==> src/rtl/icache_refill_responder_pkg.sv <==
// -----------------------------------------------------------------------------
// icache_refill_responder_pkg
// Shared widths, FSM state type and the line-alignment helper used by the
// instruction-cache refill responder and its bus interface.
// -----------------------------------------------------------------------------
package icache_refill_responder_pkg;

  localparam int WORD           = 32;                   // data word width (bits)
  localparam int LINE_WIDTH     = 128;                  // refill line width (bits)
  localparam int WORDS_PER_LINE = LINE_WIDTH / WORD;    // words per refill line
  localparam int LINE_BYTE_LOG  = 4;                    // log2(bytes per line)
  localparam int WORD_BYTES     = WORD / 8;             // address step per word
  localparam int CNT_W          = $clog2(WORDS_PER_LINE);

  typedef enum logic [2:0] {
    ST_IDLE  = 3'd0,
    ST_ISSUE = 3'd1,
    ST_DRAIN = 3'd2,
    ST_RESP  = 3'd3,
    ST_GAP   = 3'd4
  } state_e;

  // Byte address of the first word of the line containing addr.
  function automatic logic [WORD-1:0] line_base(input logic [WORD-1:0] addr);
    return {addr[WORD-1:LINE_BYTE_LOG], {LINE_BYTE_LOG{1'b0}}};
  endfunction

endpackage

==> src/rtl/icache_refill_responder_if.sv <==
// -----------------------------------------------------------------------------
// icache_refill_responder_if
// Bundles the cache-side refill handshake and the instruction-memory read port.
//
// Handshake: the cache raises memory_valid with a stable load_addr and holds it
// until it sees the one-cycle memory_ready pulse (or drops it early on a
// flush). memory_ready means inst_from_mem holds the requested line in that
// same cycle. On the memory side, mem_en/mem_addr issue one read per cycle and
// mem_rdata answers a fixed number of cycles later; the memory cannot stall.
//
// Modports:
//   slave  - responder view (drives memory_ready, inst_from_mem, mem_en, mem_addr)
//   master - cache + memory view (drives memory_valid, load_addr, mem_rdata)
// -----------------------------------------------------------------------------
interface icache_refill_responder_if;
  import icache_refill_responder_pkg::*;

  logic                  memory_valid;
  logic [WORD-1:0]       load_addr;
  logic                  memory_ready;
  logic [LINE_WIDTH-1:0] inst_from_mem;
  logic                  mem_en;
  logic [WORD-1:0]       mem_addr;
  logic [WORD-1:0]       mem_rdata;

  modport slave (
    input  memory_valid, load_addr, mem_rdata,
    output memory_ready, inst_from_mem, mem_en, mem_addr
  );

  modport master (
    output memory_valid, load_addr, mem_rdata,
    input  memory_ready, inst_from_mem, mem_en, mem_addr
  );

endinterface

==> src/rtl/icache_refill_responder.sv <==
// -----------------------------------------------------------------------------
// icache_refill_responder
// Memory-side end of the instruction-cache refill. Accepts a line request,
// issues WORDS_PER_LINE pipelined reads to a fixed-latency memory, assembles
// the returned words into one line and answers with a one-cycle memory_ready.
// A request dropped while reads are outstanding aborts: issuing stops, the
// in-flight words drain, and no ready pulse is produced.
//
// Ports:
//   clk          - rising-edge clock
//   rst          - synchronous active-high reset
//   bus          - refill handshake + memory read port (slave modport)
//   dbg_state_o  - current FSM state
// Parameter:
//   MEM_LATENCY  - cycles from mem_en to valid mem_rdata, 1..4
// -----------------------------------------------------------------------------
module icache_refill_responder
  import icache_refill_responder_pkg::*;
#(
  parameter int MEM_LATENCY = 1
) (
  input  logic                        clk,
  input  logic                        rst,
  icache_refill_responder_if.slave    bus,
  output state_e                      dbg_state_o
);

  localparam logic [CNT_W-1:0] CNT_LAST = CNT_W'(WORDS_PER_LINE - 1);

  state_e                state_q, state_d;
  logic [CNT_W-1:0]      issue_cnt_q, issue_cnt_d;
  logic [CNT_W-1:0]      cap_cnt_q, cap_cnt_d;
  logic                  abort_q, abort_d;
  logic [WORD-1:0]       mem_addr_q, mem_addr_d;
  logic [LINE_WIDTH-1:0] line_q, line_d;
  logic                  ready_q, ready_d;
  // One bit per read in flight; the top bit marks the word arriving this cycle.
  logic [MEM_LATENCY-1:0] pend_q, pend_d;
  logic                  mem_en;
  logic                  capture;
  logic                  drain_done;

  always_comb begin
    mem_en     = (state_q == ST_ISSUE) && bus.memory_valid;
    pend_d     = MEM_LATENCY'({pend_q, mem_en});
    capture    = pend_q[MEM_LATENCY-1];
    // Nothing left in flight once this edge retires the current return.
    drain_done = (pend_d == '0);
  end

  always_comb begin
    state_d     = state_q;
    issue_cnt_d = issue_cnt_q;
    cap_cnt_d   = cap_cnt_q;
    abort_d     = abort_q;
    mem_addr_d  = mem_addr_q;
    line_d      = line_q;

    // Returns arrive in issue order, so cap_cnt names the destination slot.
    if (capture) begin
      for (int k = 0; k < WORDS_PER_LINE; k++) begin
        if (cap_cnt_q == CNT_W'(k)) line_d[k*WORD +: WORD] = bus.mem_rdata;
      end
      if (cap_cnt_q != CNT_LAST) cap_cnt_d = cap_cnt_q + 1'b1;
    end

    case (state_q)
      ST_IDLE: begin
        if (bus.memory_valid) begin
          mem_addr_d  = line_base(bus.load_addr);
          issue_cnt_d = '0;
          cap_cnt_d   = '0;
          abort_d     = 1'b0;
          state_d     = ST_ISSUE;
        end
      end
      ST_ISSUE: begin
        if (!bus.memory_valid) begin
          abort_d = 1'b1;
          state_d = ST_DRAIN;
        end else if (issue_cnt_q == CNT_LAST) begin
          state_d = ST_DRAIN;
        end else begin
          issue_cnt_d = issue_cnt_q + 1'b1;
          mem_addr_d  = mem_addr_q + WORD'(WORD_BYTES);
        end
      end
      ST_DRAIN: begin
        if (!bus.memory_valid) abort_d = 1'b1;
        if (drain_done) state_d = (abort_q || !bus.memory_valid) ? ST_GAP : ST_RESP;
      end
      ST_RESP: state_d = ST_GAP;
      ST_GAP:  state_d = ST_IDLE;
      default: state_d = ST_IDLE;
    endcase

    ready_d = (state_d == ST_RESP);
  end

  always_ff @(posedge clk) begin
    if (rst) begin
      state_q     <= ST_IDLE;
      issue_cnt_q <= '0;
      cap_cnt_q   <= '0;
      abort_q     <= 1'b0;
      mem_addr_q  <= '0;
      line_q      <= '0;
      ready_q     <= 1'b0;
      pend_q      <= '0;
    end else begin
      state_q     <= state_d;
      issue_cnt_q <= issue_cnt_d;
      cap_cnt_q   <= cap_cnt_d;
      abort_q     <= abort_d;
      mem_addr_q  <= mem_addr_d;
      line_q      <= line_d;
      ready_q     <= ready_d;
      pend_q      <= pend_d;
    end
  end

  assign bus.mem_en        = mem_en;
  assign bus.mem_addr      = mem_addr_q;
  assign bus.memory_ready  = ready_q;
  assign bus.inst_from_mem = line_q;
  assign dbg_state_o       = state_q;

endmodule
==> src/flat_wrapper.sv <==
// flat-port wrapper written by rule: the top's interface ports become plain ports
module icache_refill_responder_flat import icache_refill_responder_pkg::*;
#(
  parameter int MEM_LATENCY = 1
)
  (clk, rst, dbg_state_o, bus_memory_valid, bus_load_addr, bus_mem_rdata, bus_memory_ready, bus_inst_from_mem, bus_mem_en, bus_mem_addr);
  icache_refill_responder_if bus_i ();
  input  logic clk;
  input  logic rst;
  output state_e dbg_state_o;
  input wire logic [$bits(bus_i.memory_valid)-1:0] bus_memory_valid;
  input wire logic [$bits(bus_i.load_addr)-1:0] bus_load_addr;
  input wire logic [$bits(bus_i.mem_rdata)-1:0] bus_mem_rdata;
  output wire logic [$bits(bus_i.memory_ready)-1:0] bus_memory_ready;
  output wire logic [$bits(bus_i.inst_from_mem)-1:0] bus_inst_from_mem;
  output wire logic [$bits(bus_i.mem_en)-1:0] bus_mem_en;
  output wire logic [$bits(bus_i.mem_addr)-1:0] bus_mem_addr;
  assign bus_i.memory_valid = bus_memory_valid;
  assign bus_i.load_addr = bus_load_addr;
  assign bus_i.mem_rdata = bus_mem_rdata;
  assign bus_memory_ready = bus_i.memory_ready;
  assign bus_inst_from_mem = bus_i.inst_from_mem;
  assign bus_mem_en = bus_i.mem_en;
  assign bus_mem_addr = bus_i.mem_addr;
  icache_refill_responder #(.MEM_LATENCY(MEM_LATENCY)) u_core (.clk(clk), .rst(rst), .bus(bus_i), .dbg_state_o(dbg_state_o));
endmodule
==> config.mk <==
export PLATFORM = sky130hd
export DESIGN_NAME = icache_refill_responder_flat
export DESIGN_NICKNAME = d
export VERILOG_FILES = /design/src/rtl/icache_refill_responder_pkg.sv /design/src/rtl/icache_refill_responder_if.sv /design/src/rtl/icache_refill_responder.sv /design/src/flat_wrapper.sv
export SDC_FILE = /design/constraint.sdc
export NUM_CORES = 1
export LEC_CHECK = 0
export ABC_CLOCK_PERIOD_IN_PS = 1700
export CAP_MARGIN = 25
export CELL_PAD_IN_SITES_DETAIL_PLACEMENT = 0
export CELL_PAD_IN_SITES_GLOBAL_PLACEMENT = 2
export CORE_AREA = 2 2 161 203
export DETAILED_ROUTE_END_ITERATION = 10
export DIE_AREA = 0 0 163 205
export MAX_ROUTING_LAYER = met4
export PLACE_DENSITY = 0.75
export REMOVE_ABC_BUFFERS = 1
export SLEW_MARGIN = 20
export SYNTH_ARGS = -nofsm -noshare
export SYNTH_HDL_FRONTEND = slang
export SYNTH_SLANG_ARGS = --single-unit
==> constraint.sdc <==
create_clock -name clk -period 1.7 [get_ports clk]
set_input_delay 0.17 -clock clk [delete_from_list [all_inputs] [get_ports clk]]
set_output_delay 0.17 -clock clk [all_outputs]
set_load 0.05 [all_outputs]
After elaboration in Yosys (flattened, before gate mapping)
Index checks and enable logic that the tools add are counted.

cells by class
  add/sub/neg operators = 3
  eq/ne operators = 13
  muxes and demuxes = 21
  reductions and logical operators = 14

operators with widths
  cell                                           number
  two-way mux 32 bit                             3
  one-hot mux 32 bit (2 select lines)            1
  adder 32 x 3 -> 32 bit, second input constant  1
  two-way mux 3 bit                              5
  two-way mux 2 bit                              7
  one-hot mux 3 bit (4 select lines)             1
  inequality test 2 bit, second input constant   5
  == test 3 x 2 -> 1 bit, second input constant  3
  AND reduction 2 bit                            4
  == test 2 bit, second input constant           3
  adder 2 x 1 -> 2 bit, second input constant    2
  one-hot mux 2 bit (2 select lines)             1
  AND reduction 4 bit                            1
  nonzero test 2 bit                             2
  == test 3 x 1 -> 1 bit, second input constant  1
  logical NOT 3 bit                              1
  AND reduction 3 bit                            1
  == test 2 x 1 -> 1 bit, second input constant  1
  logical NOT 2 bit                              1
  two-way mux 1 bit                              2
  one-hot mux 1 bit (2 select lines)             1
  OR reduction 2 bit                             1
  logical AND 1 bit                              1
  logical NOT 1 bit                              1
  logical OR 1 bit                               1

storage, ports and cells
  flip-flop bits (word level) = 170
  input port bits = 67
  output and inout port bits = 165
  word-level logic and storage cells = 62

Logic depth before layout (Yosys ltp)
  word-level depth = 6
  mapped depth = 8
  mapped depth without buffers = 6

Least setup slack after synthesis
No wires, ideal clock.

  kind = register to output
  from = reg u_core.state_q[0] (netlist: u_core.dbg_state_o[0])
  to = out bus_mem_en
  data arrival time = 2.101 ns
  data required time = 1.530 ns
  path slack = -0.571 ns
  stages on the path, launching flop included = 6
  buffers on the path = 3
  cell sequence = dfxtp_1 > buf_2 > nor3b_1 > buf_2 > clkbuf_1 > and2_1

on the way
  word-level cells in the longest chain between the ends = 2

RTL lines
  what                      RTL line                        text
  start: declaration        icache_refill_responder.sv:30   state_e state_q, state_d;
  start signal: assignment  icache_refill_responder.sv:111  state_q <= state_d;
  == test 3 x 1 -> 1 bit    icache_refill_responder.sv:44   mem_en = (state_q == ST_ISSUE) && bus.memory_valid;
  logical AND 1 bit         icache_refill_responder.sv:44
  end: declaration          flat_wrapper.sv:16              output wire logic [$bits(bus_i.mem_en)-1:0] bus_mem_en;

Every way passes these cells.

Worst setup path in the final report
  from = reg u_core.mem_addr_q[12] (netlist: u_core.bus.mem_addr[12])
  to = reg u_core.mem_addr_q[30] (netlist: u_core.bus.mem_addr[30])

on the way
  word-level cells in the longest chain between the ends = 4

RTL lines
  what                                 RTL line                        text
  start: declaration                   icache_refill_responder.sv:34   logic [WORD-1:0] mem_addr_q, mem_addr_d;
  start signal: assignment             icache_refill_responder.sv:115  mem_addr_q <= mem_addr_d;
  adder 32 x 3 -> 32 bit               icache_refill_responder.sv:85   mem_addr_d = mem_addr_q + WORD'(WORD_BYTES);
  two-way mux 32 bit                   icache_refill_responder.sv:81   end else if (issue_cnt_q == CNT_LAST) begin
  two-way mux 32 bit                   icache_refill_responder.sv:78   if (!bus.memory_valid) begin
  one-hot mux 32 bit (2 select lines)  icache_refill_responder.sv:67   case (state_q)

Every way passes these cells. The select of a mux whose other input is x is not followed.
A chain may end at the register's enable or synchronous reset.

==> results.cfg <==
[detailed_routing]
ant_nets = 0
drt-initial-drc-count = 435
drc = 0
route.vias.total = 7227
first_pass_iters = 5
wire_per_inst_um = 16.9
drt_wl_total_mm = 27.0
vias_per_cell = 4.53

[setup_path]
critPathMaxFanout = 3
worstReg2RegStart = u_core.bus.mem_addr[12]$_SDFFE_PP0P_
ff2ff_setup_slack_ns = -0.05
start_kind = flop
cp.required_ns = 2.01
critical_path_class = reg2reg
r2r_cells = 6
endpoint_kind = flop
r2r_end = u_core.bus.mem_addr[30]$_SDFFE_PP0P_
critPathArrivalTime_ns = 2.06

[global_routing]
overflow = 0
grt_antenna_before_repair = 0
grt_pass1_wl_mm = 40.7
grt_pass1_vias = 6911
track_usage_pct = 16.3
grt_max_degree = 122

[synth]
synth-edff-count = 0
yosys_warnings = 0
netlist_instances = 892
ys_seq_area_share_pct = 49.2
synth-seq-cells = 168
synth_ff_type = dfxtp_1
async_flop_share_pct = 0
synth_cell_types = 60
synth_area_um2 = 6830
postSynthAreaPerCell_um2 = 7.66

[floorplanning]
start_util_pct = 21.7
fp.dieArea_um2 = 33400
core_area_um2 = 31500
fp.dieH_um = 205
ioPinCount = 232
rows = 73
die_width_um = 163

[run]
cap_violations = 0

[sta]
period_minus_slack_ns = 1.75
slew_viol_final = 0
fin_ws_ns = -0.0503
slew_headroom_pct = 59.5
finalHoldViolCount = 0
fmax_mhz = 571
tightest_slew_ns = 0.608
rsz0062_at_grt = true
period_share_pct = 103
hold-worst-slack_ns = 0.144
finalSetupViolCount = 4
worst_clock_skew_ns = 0.0139

[status]
violations = negative setup slack
status = finished with violations

[clocking]
cts_tree = built
path_clk_slew_ns = 0.07
clkSinkCount = 168
cts-buffers-inserted = 17
postCtsHoldBufs = 0
cts-root-buf = clkbuf_16
ctsLongestPathBuffers = 2
htree_levels = 4
clock_latency_ns = 0.43

[min_path]
hold_end = u_core.dbg_state_o[2]$_SDFF_PP0_
hold-path-cell-count = 4
min_path_type = in2reg
hold_path_startpoint = rst

[placement]
io_buffers = 225
place.gp.congestion = 0.827
hpwlAfterDp_mm = 18.2

[layout]
antennaDiodeCount = 0
num-nets-final = 1241
fin_util_pct = 34.4
syn2layout_area_growth_pct = 58.7
layout-drive-gt1-share_pct = 25.7

[power]
power.density_nw_per_um2 = 835
p_leak_nw = 4.43
vdd_drop_max_mv = 0.478
[worst max path at each step]
stage / endpoint / slack [ns] / cells after the start / start
floorplan: u_core.bus.mem_addr[20]$_SDFFE_PP0P_ / -1.32 / 4 / u_core.dbg_state_o[0]$_SDFF_PP0_
global placement: u_core.bus.mem_addr[22]$_SDFFE_PP0P_ / -0.09 / 5 / u_core.bus.mem_addr[13]$_SDFFE_PP0P_
detailed placement: u_core.bus.mem_addr[22]$_SDFFE_PP0P_ / -0.10 / 5 / u_core.bus.mem_addr[11]$_SDFFE_PP0P_
CTS: bus_mem_en / -0.05 / 5 / u_core.dbg_state_o[2]$_SDFF_PP0_
global route: u_core.bus.mem_addr[30]$_SDFFE_PP0P_ / -0.10 / 6 / u_core.bus.mem_addr[8]$_SDFFE_PP0P_
finish: u_core.bus.mem_addr[30]$_SDFFE_PP0P_ / -0.05 / 6 / u_core.bus.mem_addr[12]$_SDFFE_PP0P_
[synth_stat cells (2+ instances only)]
cell type | n | area share [%]
nor2b_1 | 4 | 0.37
nand4_2 | 2 | 0.37
ha_1 | 2 | 0.37
and4_1 | 4 | 0.51
nor2_1 | 32 | 1.8
nand3_1 | 24 | 1.8
a311o_1 | 3 | 0.44
or4_1 | 2 | 0.22
o211ai_1 | 2 | 0.22
nor4b_1 | 2 | 0.26
and3_1 | 9 | 0.82
a31oi_1 | 10 | 0.92
nor3b_1 | 3 | 0.33
o31ai_1 | 2 | 0.22
nand2_1 | 295 | 16
dfxtp_1 | 168 | 49
buf_4 | 3 | 0.33
o21ai_0 | 13 | 0.95
inv_1 | 5 | 0.27
buf_1 | 4 | 0.22
and2_0 | 3 | 0.27
nor4_4 | 2 | 0.62
o21ai_1 | 3 | 0.22
and2_1 | 5 | 0.46
clkbuf_1 | 53 | 2.9
or3b_1 | 2 | 0.26
a22oi_1 | 2 | 0.22
nand3b_1 | 2 | 0.22
buf_2 | 9 | 0.66
nor3_1 | 13 | 0.95
nand2b_1 | 4 | 0.37
a21o_1 | 4 | 0.44
a21oi_1 | 158 | 12
a311oi_1 | 2 | 0.26
nor4_1 | 4 | 0.37
or3_1 | 5 | 0.46
nand4_1 | 9 | 0.82
[sequential cells by signal, summed over array words and instances, names as in the netlist]
register	cells
u_core.cap_cnt_q	2
u_core.bus.memory_ready	1
u_core.capture	1
u_core.dbg_state_o	3
u_core.issue_cnt_q	2
u_core.bus.mem_addr	30
u_core.abort_q	1
u_core.bus.inst_from_mem	128
[what timing repair did]
| item | CTS | global route |
|---|---|---|
| gates resized for setup | 98 | 43 |
| buffers inserted | 5 | 7 |
| gates cloned | 2 | 0 |
| pin swaps | 3 | 16 |
| endpoints found under the setup margin | 77 | 26 |
[routing by layer]
| layer | track usage [%] | part of all wire (%) |
|---|---|---|
| met2 | 27.2 | 49 |
| met5 | - | 0 |
| met3 | 4.07 | 6.2 |
| met1 | 19.7 | 44 |
| met4 | 4.11 | 1.1 |
[critical path, cell delays in order, from the launching register on]
cell,delay [ns]
dfxtp_1,0.33
and4_4,0.26
nand4_4,0.13
nor4_4,0.37
buf_4,0.19
a21oi_2,0.05
a311o_1,0.32
[through the flow]
step / area [um^2] / setup slack [ns] / instances / total power [mW] / setup TNS, ns
6_report: 10800 / -0.0503 / 1596 / 9.06 / -0.103
4_1_cts: 10600 / -0.0458 / 1590 / 9.15 / -0.100
2_1_floorplan: 6550 / -1.32 / 824 / 4.66 / -51.78
5_1_grt: 10800 / -0.104 / 1596 / 9.43 / -1.32
3_3_place_gp: 9920 / -0.0949 / 1552 / 5.32 / -0.554
3_5_place_dp: 9920 / -0.102 / 1552 / 5.31 / -0.546
[placed cells by master, fill, tap and decap left out, drive strengths merged, types with 3 or more instances in the layout]
cell type,n
a21o,4
a21oi,158
a311o,4
a31oi,10
and2,8
and3,9
and4,4
buf,206
clkbuf,21
clkdlybuf4s50,61
clkinv,5
dfxtp,168
dlygate4sd2,60
inv,8
nand2,295
nand2b,4
nand3,24
nand4,11
nor2,32
nor2b,4
nor3,13
nor3b,3
nor4,7
nor4b,3
o21ai,16
or2,3
or3,5
[kinds of logic after synthesis]
kind of cell               after synthesis  synth area share, %
and+or+nand+nor                        432                 28.4
adders and majority gates                2                0.366
DFF                                    168                 49.2
AOI/OAI and AO/OA                      213                 17.3
buffers and inverters                   74                 4.40
xor gates and xnor gates                 1                0.128
muxes                                    1                0.165
other                                    1               0.0549
[power by group]
group	switching, mW	total (mW)	leakage, nW	internal [mW]
sequential	0.0638	4.07	1.37	4.01
combinational	0.736	1.24	2.79	0.505
clock	1.73	3.74	0.268	2.01
[layout make-up]
class | instances | area (um^2)
Clock inverter | 10 | 87.6
Clock buffer | 21 | 470
Tap cell | 412 | 515
Timing Repair Buffer | 329 | 2960
Inverter | 5 | 18.8
Multi-Input combinational cell | 651 | 3400
Fill cell | 3344 | 20700
Sequential cell | 168 | 3390
(Power assumes the default switching activity.)
